$ cat config.mk
export PLATFORM = sky130hd
export DESIGN_NAME = serial_add_ctrl
export DESIGN_NICKNAME = d
export VERILOG_FILES = /design/src/rtl/serial_add_pkg.sv /design/src/rtl/full_adder_cell.sv /design/src/rtl/serial_add_ctrl.sv
export SDC_FILE = /design/constraint.sdc
export NUM_CORES = 1
export LEC_CHECK = 0
export BUFFER_PORTS_ARGS = -buffer_cell sky130_fd_sc_hd__buf_2
export CORE_UTILIZATION = 45
export CTS_BUF_LIST = sky130_fd_sc_hd__clkbuf_16
export DETAILED_ROUTE_END_ITERATION = 12
export GPL_TIMING_DRIVEN = 1
export PLACE_DENSITY = 0.75
export SYNTH_ARGS = -nofsm -noshare
export SYNTH_HDL_FRONTEND = slang
export SYNTH_SLANG_ARGS = --single-unit
$ cat constraint.sdc
create_clock -name clk -period 1.2 [get_ports clk]
set_input_delay 0.3 -clock clk [delete_from_list [all_inputs] [get_ports clk]]
set_output_delay 0.3 -clock clk [all_outputs]
set_load 0.01 [all_outputs]
$ cat src/rtl/serial_add_pkg.sv
// Package for the bit-serial adder controller.
// Holds the FSM state encoding and the reset values of the scalar control
// state. Width-dependent registers reset to all-zeros in the top level.
package serial_add_pkg;

  typedef enum logic [1:0] {
    IDLE = 2'd0,
    RUN  = 2'd1,
    DONE = 2'd2
  } state_t;

  localparam state_t STATE_RST = IDLE;
  localparam logic   CARRY_RST = 1'b0;
  localparam logic   COUT_RST  = 1'b0;
  localparam logic   BUSY_RST  = 1'b0;
  localparam logic   DONE_RST  = 1'b0;

endpackage

$ cat src/rtl/full_adder_cell.sv
// Single-bit full adder built from gate primitives.
// Purely combinational; the serial adder reuses this one cell every cycle.
// Ports:
//   a, b, cin : addend bits and carry-in
//   sum       : a ^ b ^ cin
//   carry     : majority(a, b, cin)
module full_adder_cell (
  input  wire a,
  input  wire b,
  input  wire cin,
  output wire sum,
  output wire carry
);

  wire axb_s;
  wire ab_s;
  wire cx_s;

  xor g_axb  (axb_s, a, b);
  xor g_sum  (sum, axb_s, cin);
  and g_ab   (ab_s, a, b);
  and g_cx   (cx_s, axb_s, cin);
  or  g_cout (carry, ab_s, cx_s);

endmodule

$ cat src/rtl/serial_add_ctrl.sv
// Bit-serial adder controller.
// Adds two WIDTH-bit operands plus a carry-in one bit per cycle, LSB first,
// through a single full-adder cell. Sum bits enter the sum shift register at
// the MSB so that after WIDTH shifts bit i sits at position i.
// Ports:
//   clk, rst      : clock, synchronous active-high reset
//   start         : request, sampled only in IDLE
//   a, b, cin     : operands and carry-in, captured on the accepting edge
//   busy          : high during the WIDTH RUN cycles
//   done          : one-cycle pulse when the result is presented
//   sum, cout     : result, valid from done until the next accepted start
module serial_add_ctrl
  import serial_add_pkg::*;
#(
  parameter int WIDTH = 8
) (
  input  logic             clk,
  input  logic             rst,
  input  logic             start,
  input  logic [WIDTH-1:0] a,
  input  logic [WIDTH-1:0] b,
  input  logic             cin,
  output logic             busy,
  output logic             done,
  output logic [WIDTH-1:0] sum,
  output logic             cout
);

  localparam int             CW       = $clog2(WIDTH + 1);
  localparam logic [CW-1:0]  CNT_LAST = CW'(WIDTH - 1);

  state_t           state_q, state_d;
  logic [CW-1:0]    cnt_q, cnt_d;
  logic [WIDTH-1:0] a_sh_q, a_sh_d;
  logic [WIDTH-1:0] b_sh_q, b_sh_d;
  logic [WIDTH-1:0] sum_sh_q, sum_sh_d;
  logic             carry_q, carry_d;
  logic             cout_q, cout_d;
  logic             busy_q, busy_d;
  logic             done_q, done_d;

  wire fa_s;
  wire fa_c;

  full_adder_cell u_fa (
    .a     (a_sh_q[0]),
    .b     (b_sh_q[0]),
    .cin   (carry_q),
    .sum   (fa_s),
    .carry (fa_c)
  );

  // Next-state, datapath and output-flag logic
  always_comb begin
    state_d  = state_q;
    cnt_d    = cnt_q;
    a_sh_d   = a_sh_q;
    b_sh_d   = b_sh_q;
    sum_sh_d = sum_sh_q;
    carry_d  = carry_q;
    cout_d   = cout_q;

    case (state_q)
      IDLE: begin
        if (start) begin
          state_d  = RUN;
          a_sh_d   = a;
          b_sh_d   = b;
          carry_d  = cin;
          cnt_d    = '0;
          sum_sh_d = '0;
          cout_d   = 1'b0;
        end else begin
          state_d = IDLE;
        end
      end
      RUN: begin
        a_sh_d   = a_sh_q >> 1;
        b_sh_d   = b_sh_q >> 1;
        // shift right, new sum bit lands in the MSB (works for WIDTH=1 too)
        sum_sh_d = sum_sh_q >> 1;
        sum_sh_d[WIDTH-1] = fa_s;
        carry_d  = fa_c;
        cnt_d    = cnt_q + CW'(1);
        if (cnt_q == CNT_LAST) begin
          state_d = DONE;
          cout_d  = fa_c;
        end else begin
          state_d = RUN;
        end
      end
      DONE: begin
        state_d = IDLE;
      end
      default: begin
        state_d = IDLE;
      end
    endcase

    // flags are decoded from the next state so they come straight off flops
    busy_d = (state_d == RUN);
    done_d = (state_d == DONE);
  end

  // State, datapath and output registers with synchronous reset
  always_ff @(posedge clk) begin
    if (rst) begin
      state_q  <= STATE_RST;
      cnt_q    <= '0;
      a_sh_q   <= '0;
      b_sh_q   <= '0;
      sum_sh_q <= '0;
      carry_q  <= CARRY_RST;
      cout_q   <= COUT_RST;
      busy_q   <= BUSY_RST;
      done_q   <= DONE_RST;
    end else begin
      state_q  <= state_d;
      cnt_q    <= cnt_d;
      a_sh_q   <= a_sh_d;
      b_sh_q   <= b_sh_d;
      sum_sh_q <= sum_sh_d;
      carry_q  <= carry_d;
      cout_q   <= cout_d;
      busy_q   <= busy_d;
      done_q   <= done_d;
    end
  end

  assign busy = busy_q;
  assign done = done_q;
  assign sum  = sum_sh_q;
  assign cout = cout_q;

endmodule

; Word-level counts from Yosys, hierarchy flattened
; Index checks and enable logic that the tools add are counted.
[classes]
add_sub_neg = 1
eq_ne = 6
n_reduce_logical = 4
bitwise_logic = 5
n_mux = 16
[op_table]
columns = cell, n
row1 = $pmux 8 s2, 3
row2 = $mux 8, 3
row3 = $pmux 4 s2, 1
row4 = $add 4x1->4 const B, 1
row5 = $eq 2x1->1 const B, 2
row6 = $eq 4x3->1 const B, 1
row7 = $mux 1, 4
row8 = $mux 4, 1
row9 = $ne 2x2->1 const B, 2
row10 = $pmux 1 s2, 2
row11 = $pmux 2 s2, 1
row12 = $reduce_and 3->1, 1
row13 = $and 1x1->1, 2
row14 = $eq 2x2->1 const B, 1
row15 = $logic_not 2->1, 1
row16 = $mux 2, 1
row17 = $reduce_and 2->1, 1
row18 = $reduce_bool 2->1, 1
row19 = $xor 1x1->1, 2
row20 = $or 1x1->1, 1
[word_totals]
register_bits = 34
inputBits = 20
output_inout_bits = 11
word_cells = 41

; Logic depth before layout (Yosys ltp)
[logic_depth]
word_depth = 5
mapped_depth = 5
mapped_depth_nobuf = 5

; Modules after synthesis
; A second synthesis with hierarchy kept.
[hier_totals]
hier_cells = 165
hier_area_um2 = 1437.6
[by_module_without_submodules]
columns = mod, n_inst, seq_area_each_um2, cells_per_inst, area_per_inst_um2
row1 = serial_add_ctrl, 1, 680.7, 164, 1417.6
row2 = full_adder_cell, 1, 0.0, 1, 20.0

; Least setup slack after synthesis
; Ideal clock, no wire load.
[synth_timing]
kind = reg-to-reg
startpoint = register carry_q
endpoint = register cout_q (netlist: cout)
path_slack_ps = -111
path_stages_with_launch = 5
setup_time_ps = 74
required_time_ps = 1126
arrival_ps = 1237
synth_period_minus_slack_ps = 1311
cell_sequence = dfxtp_1 -> inv_1 -> fa_1 -> or3_1 -> a31oi_1
[synth_via]
elab_chain_len = 4
[synth_lines]
columns = element, line_no
row1 = start: declaration, serial_add_ctrl.sv:37  ; logic carry_q, carry_d;
row2 = start signal: assignment, serial_add_ctrl.sv:123  ; carry_q <= carry_d;
row3 = $and 1x1->1, full_adder_cell.sv:22  ; and g_cx (cx_s, axb_s, cin);
row4 = $or 1x1->1, full_adder_cell.sv:23  ; or g_cout (carry, ab_s, cx_s);
row5 = $mux 1, serial_add_ctrl.sv:85  ; if (cnt_q == CNT_LAST) begin
row6 = $pmux 1 s2, serial_add_ctrl.sv:63  ; case (state_q)
row7 = end signal: assignment, serial_add_ctrl.sv:124  ; cout_q <= cout_d;
row8 = end: declaration, serial_add_ctrl.sv:38  ; logic cout_q, cout_d;
; No other way between the ends. The select of a mux whose other input is x is not followed.
; A chain may end at the register's enable or synchronous reset.

; Worst setup path in the final report
[layout_timing]
startpoint = register b_sh_q[0]
endpoint = register cout_q (netlist: cout)
[layout_via]
elab_chain_len = 5
elab_cells_between_ends = 6
cone_classes = mux: 2 / bitwise: 4
[layout_lines]
columns = element, line_no
row1 = start: declaration, serial_add_ctrl.sv:35  ; logic [WIDTH-1:0] b_sh_q, b_sh_d;
row2 = start signal: assignment, serial_add_ctrl.sv:121  ; b_sh_q <= b_sh_d;
row3 = $xor 1x1->1, full_adder_cell.sv:19  ; xor g_axb (axb_s, a, b);
row4 = $and 1x1->1, full_adder_cell.sv:22
row5 = $or 1x1->1 (*), full_adder_cell.sv:23
row6 = $mux 1 (*), serial_add_ctrl.sv:85
row7 = $pmux 1 s2 (*), serial_add_ctrl.sv:63
; Every way passes the cells marked *; elsewhere a longest branch is shown, timed or not. The select of a mux whose other input is x is not followed.

==> summary.md <==
| Metric | Value |
|---|---|
| Outcome | `complete, but fails checks` |
| Failing checks | `setup timing` |
| Number of buffers added by the clock tree synthesis step | `5` |
| Dominant synthesized flop cell | `sky130_fd_sc_hd__dfxtp_1` |
| Cts-stage hold buffer count | `0` |
| Total die area | `around 3500 um2` |
| Per-instance average area after synthesis | `approximately 9.5 um2` |
| Post-Syn Nets | `between 150 and 200` |
| Fin Hold WS | `roughly 0.28 ns` |
| Max incr delay on CP | `~0.37 ns` |
| Overall Power | `~2.8 mW` |
| List of cells traversed by the critical path | `inv_1, fa_2, or3_1, a31oi_1` |
| Post-route ant nets | `0` |
| Relative max-transition margin | `between 80% and 90%` |
| Overall Global Routing Usage | `21.7%` |
| Worst Clk Skew | `about 0.0048 ns` |
| Post-synthesis instance area | `1460 um2` |
| Number of maximum-capacitance constraint violations | `0` |
| Number of nets at the end of the flow | `between 200 and 250` |
| Final Hold Fails | `0` |
| Starting Density | `47.8%` |
| Vias in the first global route | `1215` |
| Die Span X | `58.9 um` |
| Pwr Density | `about 1400 nW/um2` |
| Worst path slowest cell | `sky130_fd_sc_hd__fa_2` |
| Crit path time final | `1.26 ns` |
| Crit path launch type | `flop` |
| Starting DRT DRC Count | `62` |
| Worst Setup Slack, final | `-0.0632 ns` |
| Pre-CTS setup slack | `-0.0790 ns` |
| Antenna violations before repair | `0` |
| Instance area after placement | `about 1800 um2` |
| Vias after detailed routing | `1346` |
| Synthesis warning total | `0` |
| Routed WL | `between 3 and 4 mm` |
| Clock-pin transition on the worst setup and hold timing paths | `approximately 0.05 ns` |
| Leakage power summed over all cells | `approximately 0.88 nW` |
| Share of flip-flops with an asynchronous set or reset after synthesis | `0%` |
| Flop and latch count out of synthesis | `34` |
| Number of fillers in the final layout | `248` |
| Maximum fanout encountered on the critical timing path | `2` |
| Post-synthesis cell count | `roughly 150` |
| Number of primary I/O pins | `31` |
| Yosys top cell area share | `between 40% and 50%` |
| Wire length per cell | `~14 um` |
| Leading area contributor after synthesis | `sky130_fd_sc_hd__dfxtp_1` |
| Number of flops mapped to enable cells by yosys | `0` |
| Setup violators final | `3` |
| Leading cell types by total area after synthesis | `sky130_fd_sc_hd__dfxtp_1, sky130_fd_sc_hd__nor2_1, sky130_fd_sc_hd__a211oi_1` |
| Clock insertion delay at the later pin of the skew report | `approximately 0.28 ns` |
| Worst vdd rail ir drop | `928 uV` |
| Clock H-tree levels | `2` |
| Final design area excluding fillers | `2020 um2` |
| Max Slew Vio Count | `0` |
| Die Height | `58.9 um` |
| Most common cell after layout, fill and taps aside | `sky130_fd_sc_hd__nor2_1` |
| Proportion of synthesized chip area in sequential cells | `between 40% and 50%` |
| CTS max path bufs | `2` |
| Total congestion overflow | `0` |
| Setup crit end kind | `flop` |
| Diodes inserted | `0` |
| Number of remaining DRC errors | `0` |
| Detailed Place HPWL | `between 2 and 2.5 mm` |
| Number of buffers inserted by port buffering | `30` |
| Sum of buffers and inverters on the critical path | `1` |
| RSZ-0062 raised after global routing | `yes` |
| HP Class | `in2reg` |
| Kind of critical path | `reg2reg` |
| Number of library cell types mapped by synthesis | `32` |
| Commonest non-fill, non-tap cells in the layout | `sky130_fd_sc_hd__nor2_1, sky130_fd_sc_hd__buf_2, sky130_fd_sc_hd__dfxtp_1` |
| Layout cell share with drive strength beyond 1 | `around two fifths` |
| Average vias per placed instance | `~5.4` |
| Gate family responsible for the most delay along the worst path | `adder cells` |
| Final weighted congestion of routability-driven global placement | `around 0.75` |
| CTS tree | `built` |
| Clock root buffer | `sky130_fd_sc_hd__clkbuf_16` |
| Signed area change from the synthesized netlist to the final layout | `38.4%` |
| Data arrival time of the worst path | `1.47 ns` |
| Placeable Area | `just over 3000 um2` |
| Initial DRT Pass Iterations | `4` |
| Number of rows created at floorplan | `20` |
| Global-route wire length before repair | `about 5.5 mm` |
| Sink Count | `34` |
| Endpoint required time on the critical path | `1.41 ns` |
| Maximum number of pins on one net before global-route repair | `35` |
| Worst Max-Slew Pin Slew | `approximately 0.28 ns` |
| Achievable Freq | `between 0.7 and 0.8 GHz` |
| Fin crit share | `105%` |
[tightest hold or removal path, cell delays in order]
cell and delay, ns:
sky130_fd_sc_hd__buf_2 0.09, sky130_fd_sc_hd__a22oi_1 0.06, sky130_fd_sc_hd__nor2_1 0.08
[layout make-up]
class / instances / area, um2 / area share, %
inverters: 5 / 18.8 / 0.929
multi-input cells: 101 / 703 / 34.8
repair buffers: 55 / 415 / 20.6
flip-flops and latches: 34 / 689 / 34.1
clock buffers: 5 / 125 / 6.20
clock inverters: 3 / 12.5 / 0.620
well taps: 44 / 55.1 / 2.73
[power breakdown]
group	internal, mW	switching (mW)	leakage [nW]	total (mW)
clock	0.747	0.433	0.0724	1.18
sequential	1.19	0.0351	0.281	1.23
combinational	0.219	0.192	0.522	0.411
total	2.16	0.660	0.876	2.82
[layer usage]
layer  vias to the layer above  global-route usage, %  part of all wire [%]
li1                        654                      -                     -
met1                       633                   24.0                    39
met2                        48                   37.5                    51
met3                        11                   7.03                   7.6
met4                         0                   10.2                   2.4
met5                         -                      0                     0
[sequential cells by signal, indices dropped and copies added (netlist names)]
name     count
b_sh_q       8
carry_q      1
a_sh_q       8
cout         1
state_q      2
done         1
busy         1
cnt_q        4
sum          8
[logic make-up after synthesis]
family | count (synthesis) | share of synthesized area (%)
multiplexers | 1 | 0.686
AO/OA/AOI/OAI | 47 | 26.1
buffers and inverters | 19 | 8.06
flip-flops | 34 | 46.7
AND/OR/NAND/NOR | 50 | 16.3
adder cells (fa/ha/maj) | 2 | 2.23
[final timing paths]
kind / startpoint / to / slack (ns) / depth (start not counted)
max: b_sh_q[0]$_SDFFE_PP0P_ / cout$_SDFFE_PP0P_ / -0.06 / 4
min reg2reg: b_sh_q[6]$_SDFFE_PP0P_ / b_sh_q[6]$_SDFFE_PP0P_ / 0.50 / 2
max reg2reg: b_sh_q[0]$_SDFFE_PP0P_ / cout$_SDFFE_PP0P_ / -0.06 / 4
min: a[7] / a_sh_q[7]$_SDFFE_PP0P_ / 0.28 / 3
[cells in the mapped netlist, types with 2 or more instances]
library cell / number
sky130_fd_sc_hd__a211oi_1: 14
sky130_fd_sc_hd__a22oi_1: 10
sky130_fd_sc_hd__a31oi_1: 2
sky130_fd_sc_hd__buf_4: 4
sky130_fd_sc_hd__buf_6: 4
sky130_fd_sc_hd__clkbuf_1: 4
sky130_fd_sc_hd__dfxtp_1: 34
sky130_fd_sc_hd__inv_1: 5
sky130_fd_sc_hd__nand2_1: 3
sky130_fd_sc_hd__nand3_1: 3
sky130_fd_sc_hd__nor2_1: 33
sky130_fd_sc_hd__nor3_1: 3
sky130_fd_sc_hd__nor3b_1: 2
sky130_fd_sc_hd__o22ai_1: 7
sky130_fd_sc_hd__o2bb2ai_1: 7
sky130_fd_sc_hd__or3_1: 2
[through the flow]
step | utilization [%] | instances | TNS, ns
finish | 66.1 | 247 | -0.145
global route | 66.1 | 247 | -0.377
floorplan | - | 153 | -0.0423
detailed placement | 57.7 | 232 | -0.335
global placement | 57.7 | 232 | -0.102
CTS | 63.6 | 242 | -0.102
[what timing repair did]
action / 4_1_cts / 5_1_grt
gates cloned: 0 / 3
resized for setup: 5 / 9
buffers inserted: 2 / 2
pin swaps: 5 / 6
setup endpoints to repair: 9 / 23
No activity file was read; power rests on OpenSTA's default activity.
